==> config.mk <==
export PLATFORM = sky130hd
export DESIGN_NAME = parity_rx
export DESIGN_NICKNAME = d
export VERILOG_FILES = /design/src/rtl/parity_rx.sv
export SDC_FILE = /design/constraint.sdc
export NUM_CORES = 1
export LEC_CHECK = 0
export BUFFER_PORTS_ARGS = -buffer_cell sky130_fd_sc_hd__clkbuf_2
export CELL_PAD_IN_SITES_DETAIL_PLACEMENT = 1
export CELL_PAD_IN_SITES_GLOBAL_PLACEMENT = 2
export CORE_ASPECT_RATIO = 1.5
export CORE_MARGIN = 8
export CORE_UTILIZATION = 35
export DETAILED_ROUTE_END_ITERATION = 16
export PLACE_DENSITY = 0.82
export SETUP_SLACK_MARGIN = 0.3
export SYNTH_ARGS = -nofsm -noshare
export SYNTH_HDL_FRONTEND = slang
export SYNTH_SLANG_ARGS = --single-unit
==> constraint.sdc <==
create_clock -name clk -period 4.74 [get_ports clk]
set_input_delay 0.474 -clock clk [delete_from_list [all_inputs] [get_ports clk]]
set_output_delay 0.474 -clock clk [all_outputs]
set_load 0.02 [all_outputs]
==> src/rtl/parity_rx.sv <==
// -----------------------------------------------------------------------------
// parity_rx -- serial frame receiver with parity check.
//
// A frame is DATA_W data bits (MSB first) followed by one parity bit. There are
// no start/stop bits; framing comes only from counting qualified bits.
// Parity is checked over the data bits plus the parity bit. ODD_PARITY=0 means
// an even total is expected, and ODD_PARITY=1 means an odd total is expected.
//
// Handshake: bit_in is consumed on every rising edge where bit_valid=1. There is
// no back-pressure. bit_valid=0 freezes all frame state for any number of cycles.
// data_valid is a one-cycle pulse in the cycle after the parity bit is sampled.
// A bit offered during that pulse starts the next frame.
//
// Ports:
//   clk         rising-edge clock
//   rst         synchronous active-high reset
//   bit_in      serial data / parity bit
//   bit_valid   qualifies bit_in
//   clear_err   one-cycle request to zero err_count
//   data_out    data of the last completed frame (held)
//   data_valid  one-cycle frame-complete pulse
//   parity_err  parity result of the last frame (held)
//   err_count   saturating count of frames with a parity error
//   busy        high while a frame is partially received
//   dbg_state   current FSM state (0=IDLE, 1=DATA, 2=PARITY)
// -----------------------------------------------------------------------------
module parity_rx #(
    parameter int DATA_W     = 8,
    parameter bit ODD_PARITY = 1'b0
) (
    input  logic              clk,
    input  logic              rst,
    input  logic              bit_in,
    input  logic              bit_valid,
    input  logic              clear_err,
    output logic [DATA_W-1:0] data_out,
    output logic              data_valid,
    output logic              parity_err,
    output logic [7:0]        err_count,
    output logic              busy,
    output logic [1:0]        dbg_state
);

    localparam int CNT_W = $clog2(DATA_W + 1);

    typedef enum logic [1:0] {
        IDLE   = 2'd0,
        DATA   = 2'd1,
        PARITY = 2'd2
    } state_e;

    state_e             state_q, state_d;
    logic [CNT_W-1:0]   cnt_q, cnt_d;
    logic [DATA_W-1:0]  shift_q, shift_d;
    logic               par_q, par_d;
    logic [DATA_W-1:0]  data_out_q, data_out_d;
    logic               data_valid_q, data_valid_d;
    logic               parity_err_q, parity_err_d;
    logic [7:0]         err_count_q, err_count_d;

    logic               par_fail;
    logic               err_done;

    // Total parity over the data bits plus the parity bit, compared with the expected sense.
    assign par_fail = ((par_q ^ bit_in) != ODD_PARITY);
    assign err_done = (state_q == PARITY) && bit_valid && par_fail;

    always_comb begin
        state_d      = state_q;
        cnt_d        = cnt_q;
        shift_d      = shift_q;
        par_d        = par_q;
        data_out_d   = data_out_q;
        data_valid_d = 1'b0;
        parity_err_d = parity_err_q;
        err_count_d  = err_count_q;

        case (state_q)
            IDLE: begin
                if (bit_valid) begin
                    shift_d = {shift_q[DATA_W-2:0], bit_in};
                    cnt_d   = CNT_W'(1);
                    par_d   = bit_in;
                    state_d = DATA;
                end
            end
            DATA: begin
                if (bit_valid) begin
                    shift_d = {shift_q[DATA_W-2:0], bit_in};
                    cnt_d   = cnt_q + CNT_W'(1);
                    par_d   = par_q ^ bit_in;
                    // This bit is the DATA_W-th one when the count is DATA_W-1 before it.
                    if (cnt_q == CNT_W'(DATA_W - 1)) begin
                        state_d = PARITY;
                    end
                end
            end
            PARITY: begin
                if (bit_valid) begin
                    state_d      = IDLE;
                    cnt_d        = '0;
                    par_d        = 1'b0;
                    data_out_d   = shift_q;
                    parity_err_d = par_fail;
                    data_valid_d = 1'b1;
                end
            end
            default: begin
                state_d = IDLE;
            end
        endcase

        // A clear that coincides with an error frame leaves a count of one.
        if (clear_err) begin
            err_count_d = err_done ? 8'd1 : 8'd0;
        end else if (err_done && (err_count_q != 8'hFF)) begin
            err_count_d = err_count_q + 8'd1;
        end
    end

    always_ff @(posedge clk) begin
        if (rst) begin
            state_q      <= IDLE;
            cnt_q        <= '0;
            shift_q      <= '0;
            par_q        <= 1'b0;
            data_out_q   <= '0;
            data_valid_q <= 1'b0;
            parity_err_q <= 1'b0;
            err_count_q  <= 8'd0;
        end else begin
            state_q      <= state_d;
            cnt_q        <= cnt_d;
            shift_q      <= shift_d;
            par_q        <= par_d;
            data_out_q   <= data_out_d;
            data_valid_q <= data_valid_d;
            parity_err_q <= parity_err_d;
            err_count_q  <= err_count_d;
        end
    end

    assign data_out   = data_out_q;
    assign data_valid = data_valid_q;
    assign parity_err = parity_err_q;
    assign err_count  = err_count_q;
    assign busy       = (state_q != IDLE);
    assign dbg_state  = state_q;

endmodule

After elaboration in Yosys (flattened, before gate mapping). Cells that the tools add are included.

$add $sub $neg: 2. Equal/unequal tests: 8. Muxes and demuxes: 17. Bitwise logic cells: 2. Reductions and logical operators: 13.

Operator list (count): 8-bit 2-to-1 mux (2); 4-bit 2-to-1 mux (3); 4-bit one-hot mux with 3 select lines (1); 8-bit by 1-bit adder with 8-bit output (second input constant) (1); 2-bit 2-to-1 mux (4); 2-bit inequality test (second input constant) (4); 8-bit inequality test (second input constant) (1); 4-bit AND reduction (2); 2-bit one-hot mux with 3 select lines (1); 1-bit 2-to-1 mux (5); 4-bit by 1-bit adder with 4-bit output (second input constant) (1); 4-bit by 3-bit == test with 1-bit output (second input constant) (1); 2-bit AND reduction (2); 2-bit nonzero test (2); 2-bit OR reduction (2); 1-bit logical AND (3); 1-bit one-hot mux with 3 select lines (1); 3-bit nonzero test (1); 2-bit by 1-bit == test with 1-bit output (second input constant) (1); 2-bit == test (second input constant) (1); 2-bit logical NOT (1); 1-bit NOT (1); 1-bit XOR (1).

Bits in registers: 33. Input bits: 5. Output and inout port bits: 21. Word-level logic and storage cells: 50.

Longest topological paths before layout. Gate-level depths: netlist of the first run.

Depth after elaboration: 6. Mapped depth: 7. Depth with buffers taken out: 6.

Worst setup path after synthesis of the first run. Ideal clock, no wire load.

Path kind: register to register. Start point: reg state_q[1] (netlist: dbg_state[1]). End point: reg err_count_q[5] (netlist: err_count[5]). Library setup time: 0.070 ns. Arrival time: 1.844 ns. Data required time: 4.670 ns. Slack: 2.826 ns. Stages on the path, launching flop included: 6. Buffers on the path: 0. Period minus slack after synthesis: 1.914 ns. Cells stage by stage: dfxtp_1 -> ha_1 -> nand2_2 -> or3_4 -> or4_1 -> a21oi_1.

Cells in the longest elaborated chain, start to end: 5.

RTL lines: start: declaration (line 52) `state_e state_q, state_d;`; start signal: assignment (line 132) `state_q <= state_d;`; 2-bit == test (line 66) `assign err_done = (state_q == PARITY) && bit_valid && par_fail;`; 1-bit logical AND (2 in a row) (line 66); 1-bit logical AND (line 116) `end else if (err_done && (err_count_q != 8'hFF)) begin`; 2-bit nonzero test (no line); end signal: assignment (line 139) `err_count_q <= err_count_d;`; end: declaration (line 59) `logic [7:0] err_count_q, err_count_d;`.

No other way between the ends. A chain may end at the register's enable or synchronous reset.

Worst setup path after layout of the first run.
Start point: reg state_q[0] (netlist: dbg_state[0]). End point: reg err_count_q[5] (netlist: err_count[5]).

Same word-level chain as after synthesis.

==> impl_metrics.csv, run 1 <==
group,metric,value,unit
min_path,hold_class,"register to register",
yosys,ys_warn_count,0,
placed_design,dp.cells,239,
yosys,syn_area_per_cell,8.65,um2
routing,wl_per_cell,15.2,um
yosys,synth_edf_count,0,
placed_design,post_dp_cell_area,0.00166,mm2
routing,postRouteAntennaNets,0,
global_routing,grt_antenna_before_repair,0,
cts,cts.clk_slew.worst_paths,70,ps
cts,cts_tree,"done",
global_routing,grt_pass1_wl,6350,um
cts,clk_path_buf_depth,2,
placed_design,port_buffers,25,
cts,post_cts_buffers,0,
cts,cts_root_buffer,"clkbuf_8",
yosys,synth.most_common_cell,"dfxtp_1",
die,core,0.00417,mm2
sta,worst_slack,2630,ps
cts,clock_latency,280,ps
yosys,synth_ff_type,"dfxtp_1",
setup_path,crit_type,"register to register",
sta,setup_tns,0,ps
yosys,netlist_area,0.00150,mm2
die,die_h,96.1,um
die,num_rows,29,
power_and_ir_drop,powerDensity,447,mW/mm2
power_and_ir_drop,irDropWorstVdd,0.297,mV
yosys,yosysSeqAreaShare,0.441,
setup_path,crit_family,"simple AND/OR/NAND/NOR gates",
yosys,postSynthCellCount,173,
setup_path,crit_slowest_cell,"or4_1",
sta,skew,6.48,ps
sta,fmax,0.473,GHz
die,die_area,0.00667,mm2
job,cap_violations,0,
setup_path,end_kind,"register",
routing,dr.pass1.iters,4,
global_routing,grt_max_degree,29,
cts,cts_buffers,5,
layout,instances_no_fill,247,
sta,tightest_slew,579,ps
setup_path,path_cells,"inv_1 -> ha_1 -> nand2_2 -> or3_4 -> or4_1 -> a21oi_1",
power_and_ir_drop,leakagePower,0.763,nW
routing,drt_iter0_drc,50,
routing,drc_errors,0,
yosys,async_reset_ff_frac,0,
yosys,synth_area_leaders,"dfxtp_1 (44%), ha_1 (6.7%), mux2i_1 (6.7%)",
placed_design,hpwlAfterDp,2810,um
yosys,synth_nets,186,
layout,design_area,0.00178,mm2
setup_path,path_buf_inv,1,
setup_path,critPathRequiredTime,4960,ps
yosys,ys_ff_latch,33,
sta,post-route-period-util,0.446,
sta,setup_viol,0,
setup_path,slowest_delay,480,ps
sta,maxSlewHeadroom,0.611,
placed_design,place_ws,2590,ps
sta,maxSlewViolCount,0,
die,die_w,69.4,um
global_routing,grt_pass1_vias,1412,
global_routing,overflow,0,
setup_path,cp_max_fo,14,
cts,post_cts_resized,0,
layout,syn_to_final_growth,18.7,%
sta,rsz0062_at_grt,"no",
cts,cts-hold-fix-buffers,0,
yosys,synth_top_area_share,0.441,
global_routing,grt_use_total,0.115,
yosys,synthDistinctLibCells,38,
placed_design,gp_congestion,0.777,
cts,h-tree-depth,2,
layout,layout-drive-gt1-share,0.189,
sta,whs,455,ps
cts,cts_sinks,33,
setup_path,critPathLaunchType,"register",
layout,nNetsFinal,213,
layout,num_antenna_cells,0,
sta,finalWorstPathRequiredPeriod,2110,ps
outcome,status,"complete, no violations",
routing,viasPerCell,5.40,
routing,wl,3740,um
yosys,synth_largest_area_cell,"dfxtp_1",
die,io_pins,26,
die,start_util,0.359,
yosys,synth_commonest_cells,"dfxtp_1 (33), nand2_1 (23), nor2_1 (21)",
sta,hold_viol_final,0,
routing,vias,1333,
setup_path,crit_arrival,2330,ps
-- worst register-to-register path: cells and delay by family (launching register included) --
family	cells	cell delay (ps)
buffers and inverters	1	120
AO/OA/AOI/OAI	1	150
AND/OR/NAND/NOR	3	1150
flip-flops	1	360
adder cells (fa/ha/maj)	1	280
-- state kept, by name (all words and copies together), names as in the netlist --
register	flops
dbg_state	2
parity_err	1
shift_q	8
data_out	8
err_count	8
cnt_q	4
par_q	1
data_valid	1
-- logic make-up after synthesis --
logic type,after synthesis,share of synthesized area
AO/OA/AOI/OAI,39,0.157
XOR/XNOR,1,0.00585
adder cells (fa/ha/maj),8,0.0669
buffers and inverters,11,0.0276
flip-flops,33,0.441
multiplexers,10,0.0669
AND/OR/NAND/NOR,71,0.234
-- final cells by class --
cell class / instances / area (um2)
Timing Repair Buffer: 25 / 125
Sequential cell: 33 / 661
Tap cell: 46 / 57.6
Inverter: 6 / 22.5
Multi-Input combinational cell: 129 / 795
Clock inverter: 1 / 30.0
Fill cell: 487 / 2400
Clock buffer: 7 / 86.3
-- power breakdown --
group	switching [mW]	internal (mW)
Combinational	0.127	0.0782
Clock	0.103	0.171
Sequential	0.0195	0.295
Total	0.249	0.544
-- layout by cell type (no fill, tap or decap), drive strengths merged --
cell,instances
o21bai,1
o31ai,1
xnor2,1
a211o,2
nor2,21
nor3,4
mux2i,10
a21oi,18
nand3,3
or2,1
or3b,1
a211oi,1
nand4,1
o21ai,10
and2,2
or3,2
and3,3
clkbuf,32
nor4bb,2
and4,1
or2b,1
ha,8
a41o,1
nor2b,1
bufinv,1
nand3b,1
o211a,1
a41oi,1
nand2,24
nand4b,1
or4,2
inv,6
a31oi,2
o21ba,1
dfxtp,33
-- metrics by stage --
step	util	power, mW
after floorplan	-	0.471
after global placement	0.398	0.519
after detailed placement	0.398	0.528
after CTS	0.426	0.806
after global routing	0.426	0.838
final	0.426	0.793
-- metal layers --
metal  track usage  vias up  routed length (um)
li1              -      658                   -
met5             0        -                   0
met1         0.112      641                1540
met3        0.0330        7                 173
met2         0.215       27                1960
met4        0.0652        0                  73
-- worst paths after layout --
check                from            to  slack (ps)  cells after the start
min reg2reg   data_out[4]   data_out[4]         450                      2
min           data_out[4]   data_out[4]         450                      2
max          dbg_state[0]  err_count[5]        2630                      6
max reg2reg  dbg_state[0]  err_count[5]        2630                      6
Note: power is estimated with default switching activity, not from simulation.
==> run 2: changes to the inputs <==
ABC_AREA = 1   (was unset)
CORE_UTILIZATION = 28   (was 35)
PLACE_DENSITY = 0.73   (was 0.82)
clock period = 1.8 ns   (was 4.74 ns; I/O delays follow)
==> impl_metrics.csv, run 2 <==
group,metric,value,unit
die,io_pins,26,
sta,skew,5.76,ps
global_routing,grt_pass1_wl,6960,um
yosys,synth_area_leaders,"dfxtp_1 (42%), nor2_1 (10%), nand2_1 (8.1%)",
global_routing,grt_use_total,0.102,
layout,final_common_cell,"nor2_1",
yosys,ys_ff_latch,33,
global_routing,grt_pass1_vias,1546,
cts,clk_path_buf_depth,2,
setup_path,crit_arrival,1630,ps
routing,vias,1451,
placed_design,place_ws,211,ps
setup_path,critPathRequiredTime,1980,ps
yosys,synth.most_common_cell,"nor2_1",
layout,num-fill-cells,711,
job,cap_violations,0,
yosys,synth_ff_type,"dfxtp_1",
yosys,synth_largest_area_cell,"dfxtp_1",
layout,syn_to_final_growth,27.4,%
yosys,postSynthCellCount,214,
setup_path,critPathLaunchType,"register",
sta,setup_tns,0,ps
power_and_ir_drop,leakagePower,0.859,nW
setup_path,end_kind,"register",
layout,num_antenna_cells,0,
yosys,synth_nets,227,
sta,maxSlewHeadroom,0.790,
yosys,syn_area_per_cell,7.35,um2
die,die_h,108,um
routing,postRouteAntennaNets,0,
placed_design,port_buffers,25,
global_routing,overflow,0,
die,num_rows,33,
yosys,synth_edf_count,0,
die,die_w,77.2,um
yosys,yosysSeqAreaShare,0.420,
yosys,ys_warn_count,0,
min_path,hold_class,"input pin to register",
yosys,synth_commonest_cells,"nor2_1 (43), nand2_1 (34), dfxtp_1 (33)",
placed_design,hpwlAfterDp,3080,um
global_routing,grt_antenna_before_repair,0,
sta,maxSlewViolCount,0,
cts,cts_root_buffer,"clkbuf_8",
sta,worst_slack,352,ps
routing,wl_per_cell,12.8,um
setup_path,crit_type,"register to register",
layout,mostFrequentLayoutCells,"nor2_1 (43), nand2_1 (34), dfxtp_1 (31)",
yosys,async_reset_ff_frac,0,
yosys,synthDistinctLibCells,26,
sta,finalWorstPathRequiredPeriod,1450,ps
die,start_util,0.289,
cts,cts_tree,"done",
sta,fmax,0.690,GHz
placed_design,gp_congestion,0.730,
layout,instances_no_fill,320,
setup_path,cp_max_fo,6,
yosys,synth_top_area_share,0.420,
routing,dr.pass1.iters,4,
outcome,status,"complete, no violations",
sta,hold_viol_final,0,
layout,nNetsFinal,262,
routing,viasPerCell,4.53,
cts,clock_latency,290,ps
power_and_ir_drop,irDropWorstVdd,0.849,mV
cts,cts.clk_slew.worst_paths,70,ps
die,core,0.00545,mm2
layout,layout-drive-gt1-share,0.256,
cts,cts-hold-fix-buffers,0,
cts,h-tree-depth,2,
sta,post-route-period-util,0.805,
cts,cts_sinks,33,
global_routing,grt_max_degree,24,
sta,tightest_slew,312,ps
die,die_area,0.00832,mm2
routing,wl,4080,um
routing,drt_iter0_drc,47,
yosys,netlist_area,0.00157,mm2
cts,cts_buffers,5,
sta,rsz0062_at_grt,"yes",
sta,setup_viol,0,
placed_design,dp.cells,308,
power_and_ir_drop,powerDensity,1480,mW/mm2
routing,drc_errors,0,
[run 2: cell types whose count changed in the layout (fill, tap and decap cells not counted), moves of 3 or more]
cell and change:
ha_1 -3, nand2_1 +11, and3_1 -3, o21ai_0 +15, buf_4 +5, nor3_1 -4, nor2_1 +22, a21oi_2 +3
mux2i_1 -10, nand3_1 +10, a21oi_1 -7, inv_2 +4, inv_1 +10
[run 2: cell families after synthesis]
logic type               synth area share
flip-flops                          0.420
XOR/XNOR                           0.0111
buffers and inverters              0.0660
AO/OA/AOI/OAI                       0.165
AND/OR/NAND/NOR                     0.274
adder cells (fa/ha/maj)            0.0636
[run 2: report_power, final]
group / switching (mW) / internal (mW) / leakage [nW]
Sequential: 0.129 / 0.905 / 0.271
Clock: 0.297 / 0.502 / 0.0669
Combinational: 0.701 / 0.441 / 0.521
Total: 1.13 / 1.85 / 0.859
[run 2: metrics by stage]
step           instance area [um2]  utilization  hold WS [ps]  power [mW]
2_1_floorplan                 1590            -           347        1.73
3_3_place_gp                  1800        0.331           459        2.02
3_5_place_dp                  1800        0.331           465        2.03
4_1_cts                       1950        0.359           179        2.89
5_1_grt                       2000        0.368           227        3.19
6_report                      2000        0.368           208        2.98
[run 2: what timing repair did]
item                       4_1_cts  5_1_grt
resized for setup                2       11
setup buffers                    2        2
pin swaps                        2        4
setup endpoints to repair       13       29
[run 2: worst paths after layout]
path                start            to  slack, ps  depth (start not counted)
max          dbg_state[0]      cnt_q[2]        350                          9
min reg2reg      cnt_q[2]      cnt_q[2]        470                          2
min                   rst  err_count[4]        210                          2
max reg2reg  dbg_state[0]      cnt_q[2]        350                          9
[run 2: final cells by class]
class	count	area (um2)	share of cell area
Tap cell	70	87.6	0.0437
Inverter	23	90.1	0.0449
Clock buffer	6	93.8	0.0468
Sequential cell	33	668	0.333
Timing Repair Buffer	32	185	0.0924
Clock inverter	2	38.8	0.0194
Multi-Input combinational cell	154	841	0.419
[run 2: worst max-delay path, stage by stage (launching register included)]
cell and delay (ps):
dfxtp_4 390, inv_4 60, ha_2 190, inv_1 80
nand3_2 100, a21oi_4 260, buf_6 130, nand2_1 40
nand2_1 50, a21oi_1 40
[run 2: per-layer routing]
metal	up-vias	global-route usage	part of all wire
met4	0	0.0447	0.015
met2	21	0.185	0.51
met1	667	0.101	0.42
li1	758	-	-
met5	-	0	0
met3	5	0.0393	0.054
==> run 3: changes to the inputs <==
CORE_UTILIZATION = 31   (was 28)
PLACE_DENSITY = 0.77   (was 0.73)
clock period = 1.5 ns   (was 1.8 ns; I/O delays follow)
==> impl_metrics.csv, run 3 (synthesized netlist as in run 2, its figures left out) <==
group,metric,value,unit
die,io_pins,26,
sta,tightest_slew,387,ps
layout,layout-drive-gt1-share,0.445,
global_routing,grt_pass1_vias,1564,
sta,whs,181,ps
die,die_h,103,um
sta,fmax,0.734,GHz
die,die_w,74.2,um
placed_design,hpwlAfterDp,3080,um
cts,cts_sinks,33,
sta,post-route-period-util,0.908,
setup_path,slowest_delay,400,ps
routing,drt_iter0_drc,31,
layout,mostFrequentLayoutCells,"nor2_1 (36), nand2_1 (27), dfxtp_1 (26)",
setup_path,path_cells,"inv_6 -> ha_4 -> inv_4 -> nand3_4 -> buf_4 -> nand2_4 -> nand2_4 -> o21ai_2 -> a21oi_2",
cts,cts.clk_slew.worst_paths,70,ps
die,die_area,0.00766,mm2
sta,hold_viol_final,0,
setup_path,critPathLaunchType,"register",
placed_design,dp.cells,306,
layout,syn_to_final_growth,47.7,%
cts,clock_latency,290,ps
sta,rsz0062_at_grt,"yes",
cts,cts_root_buffer,"clkbuf_8",
global_routing,grt_pass1_wl,7400,um
sta,setup_viol,0,
cts,cts_tree,"done",
setup_path,crit_type,"register to register",
routing,postRouteAntennaNets,0,
routing,wl_per_cell,13.7,um
sta,maxSlewViolCount,0,
global_routing,overflow,0,
min_path,hold_class,"input pin to register",
power_and_ir_drop,leakagePower,0.951,nW
sta,skew,4.76,ps
layout,num_antenna_cells,0,
cts,cts_buffers,5,
placed_design,port_buffers,25,
layout,postLayoutCoreUtil,0.464,
die,core,0.00500,mm2
layout,instances_no_fill,331,
die,num_rows,32,
routing,viasPerCell,4.58,
power_and_ir_drop,powerDensity,1770,mW/mm2
routing,vias,1517,
layout,final_common_cell,"nor2_1",
sta,finalWorstPathRequiredPeriod,1360,ps
routing,drc_errors,0,
cts,clk_path_buf_depth,2,
setup_path,crit_arrival,1540,ps
setup_path,crit_slowest_cell,"dfxtp_4",
cts,h-tree-depth,2,
routing,dr.pass1.iters,4,
setup_path,cp_max_fo,4,
sta,maxSlewHeadroom,0.741,
outcome,status,"complete, no violations",
routing,wl,4550,um
power_and_ir_drop,p_total,4.11,mW
sta,setup_tns,0,ps
setup_path,crit_top_cell,"nand2_4",
layout,num-fill-cells,622,
layout,nNetsFinal,275,
global_routing,grt_use_total,0.126,
placed_design,gp_congestion,0.708,
global_routing,grt_antenna_before_repair,0,
global_routing,grt_max_degree,25,
job,cap_violations,0,
die,start_util,0.314,
setup_path,end_kind,"register",
power_and_ir_drop,irDropWorstVdd,0.996,mV
setup_path,critPathRequiredTime,1680,ps
run 3: critical path: cells and delay by family (launching register included):
family	cells	cell delay (ps)
simple gates	3	220
flops	1	400
compound gates	2	200
buf+inv	3	270
fa+ha+maj	1	170
run 3: cell type report:
| class | instances | area [um2] | area share |
|---|---|---|---|
| Inverter | 23 | 115 | 0.0495 |
| Clock buffer | 6 | 93.8 | 0.0404 |
| Multi-Input combinational cell | 154 | 1020 | 0.437 |
| Tap cell | 68 | 85.1 | 0.0366 |
| Clock inverter | 2 | 35.0 | 0.0151 |
| Timing Repair Buffer | 45 | 297 | 0.128 |
| Sequential cell | 33 | 682 | 0.293 |
run 3: path summary, 6_finish.rpt:
kind / from / endpoint / slack, ps / depth (start not counted)
hold / removal: bit_in / shift_q[0] / 180 / 3
setup reg to reg: dbg_state[1] / dbg_state[0] / 140 / 9
setup / recovery: dbg_state[1] / dbg_state[0] / 140 / 9
hold reg to reg: data_out[4] / data_out[4] / 460 / 2
run 3: report_power, final:
part           switching [mW]  internal (mW)
clock                   0.350          0.593
combinational            1.04          0.833
sequential              0.201           1.10
run 3: metrics by stage:
| stage | area [um2] | setup WS, ps |
|---|---|---|
| 6_report | 2320 | 138 |
| 5_1_grt | 2320 | 45.2 |
| 4_1_cts | 2130 | 174 |
| 3_5_place_dp | 1860 | 67.7 |
| 3_3_place_gp | 1860 | 97.1 |
| 2_1_floorplan | 1650 | 199 |
run 3: what timing repair did:
action                     4_1_cts  5_1_grt
resized for setup               21       40
setup buffers                    8        9
hold buffers                     0        0
setup endpoints to repair       30       32
pin swaps                        9       21
run 3: per-layer routing:
layer	vias to the layer above	GRT usage	share of wire
li1	778	-	-
met1	714	0.131	0.41
met2	19	0.229	0.54
met3	6	0.0347	0.036
met4	0	0.0510	0.016
met5	-	0	0
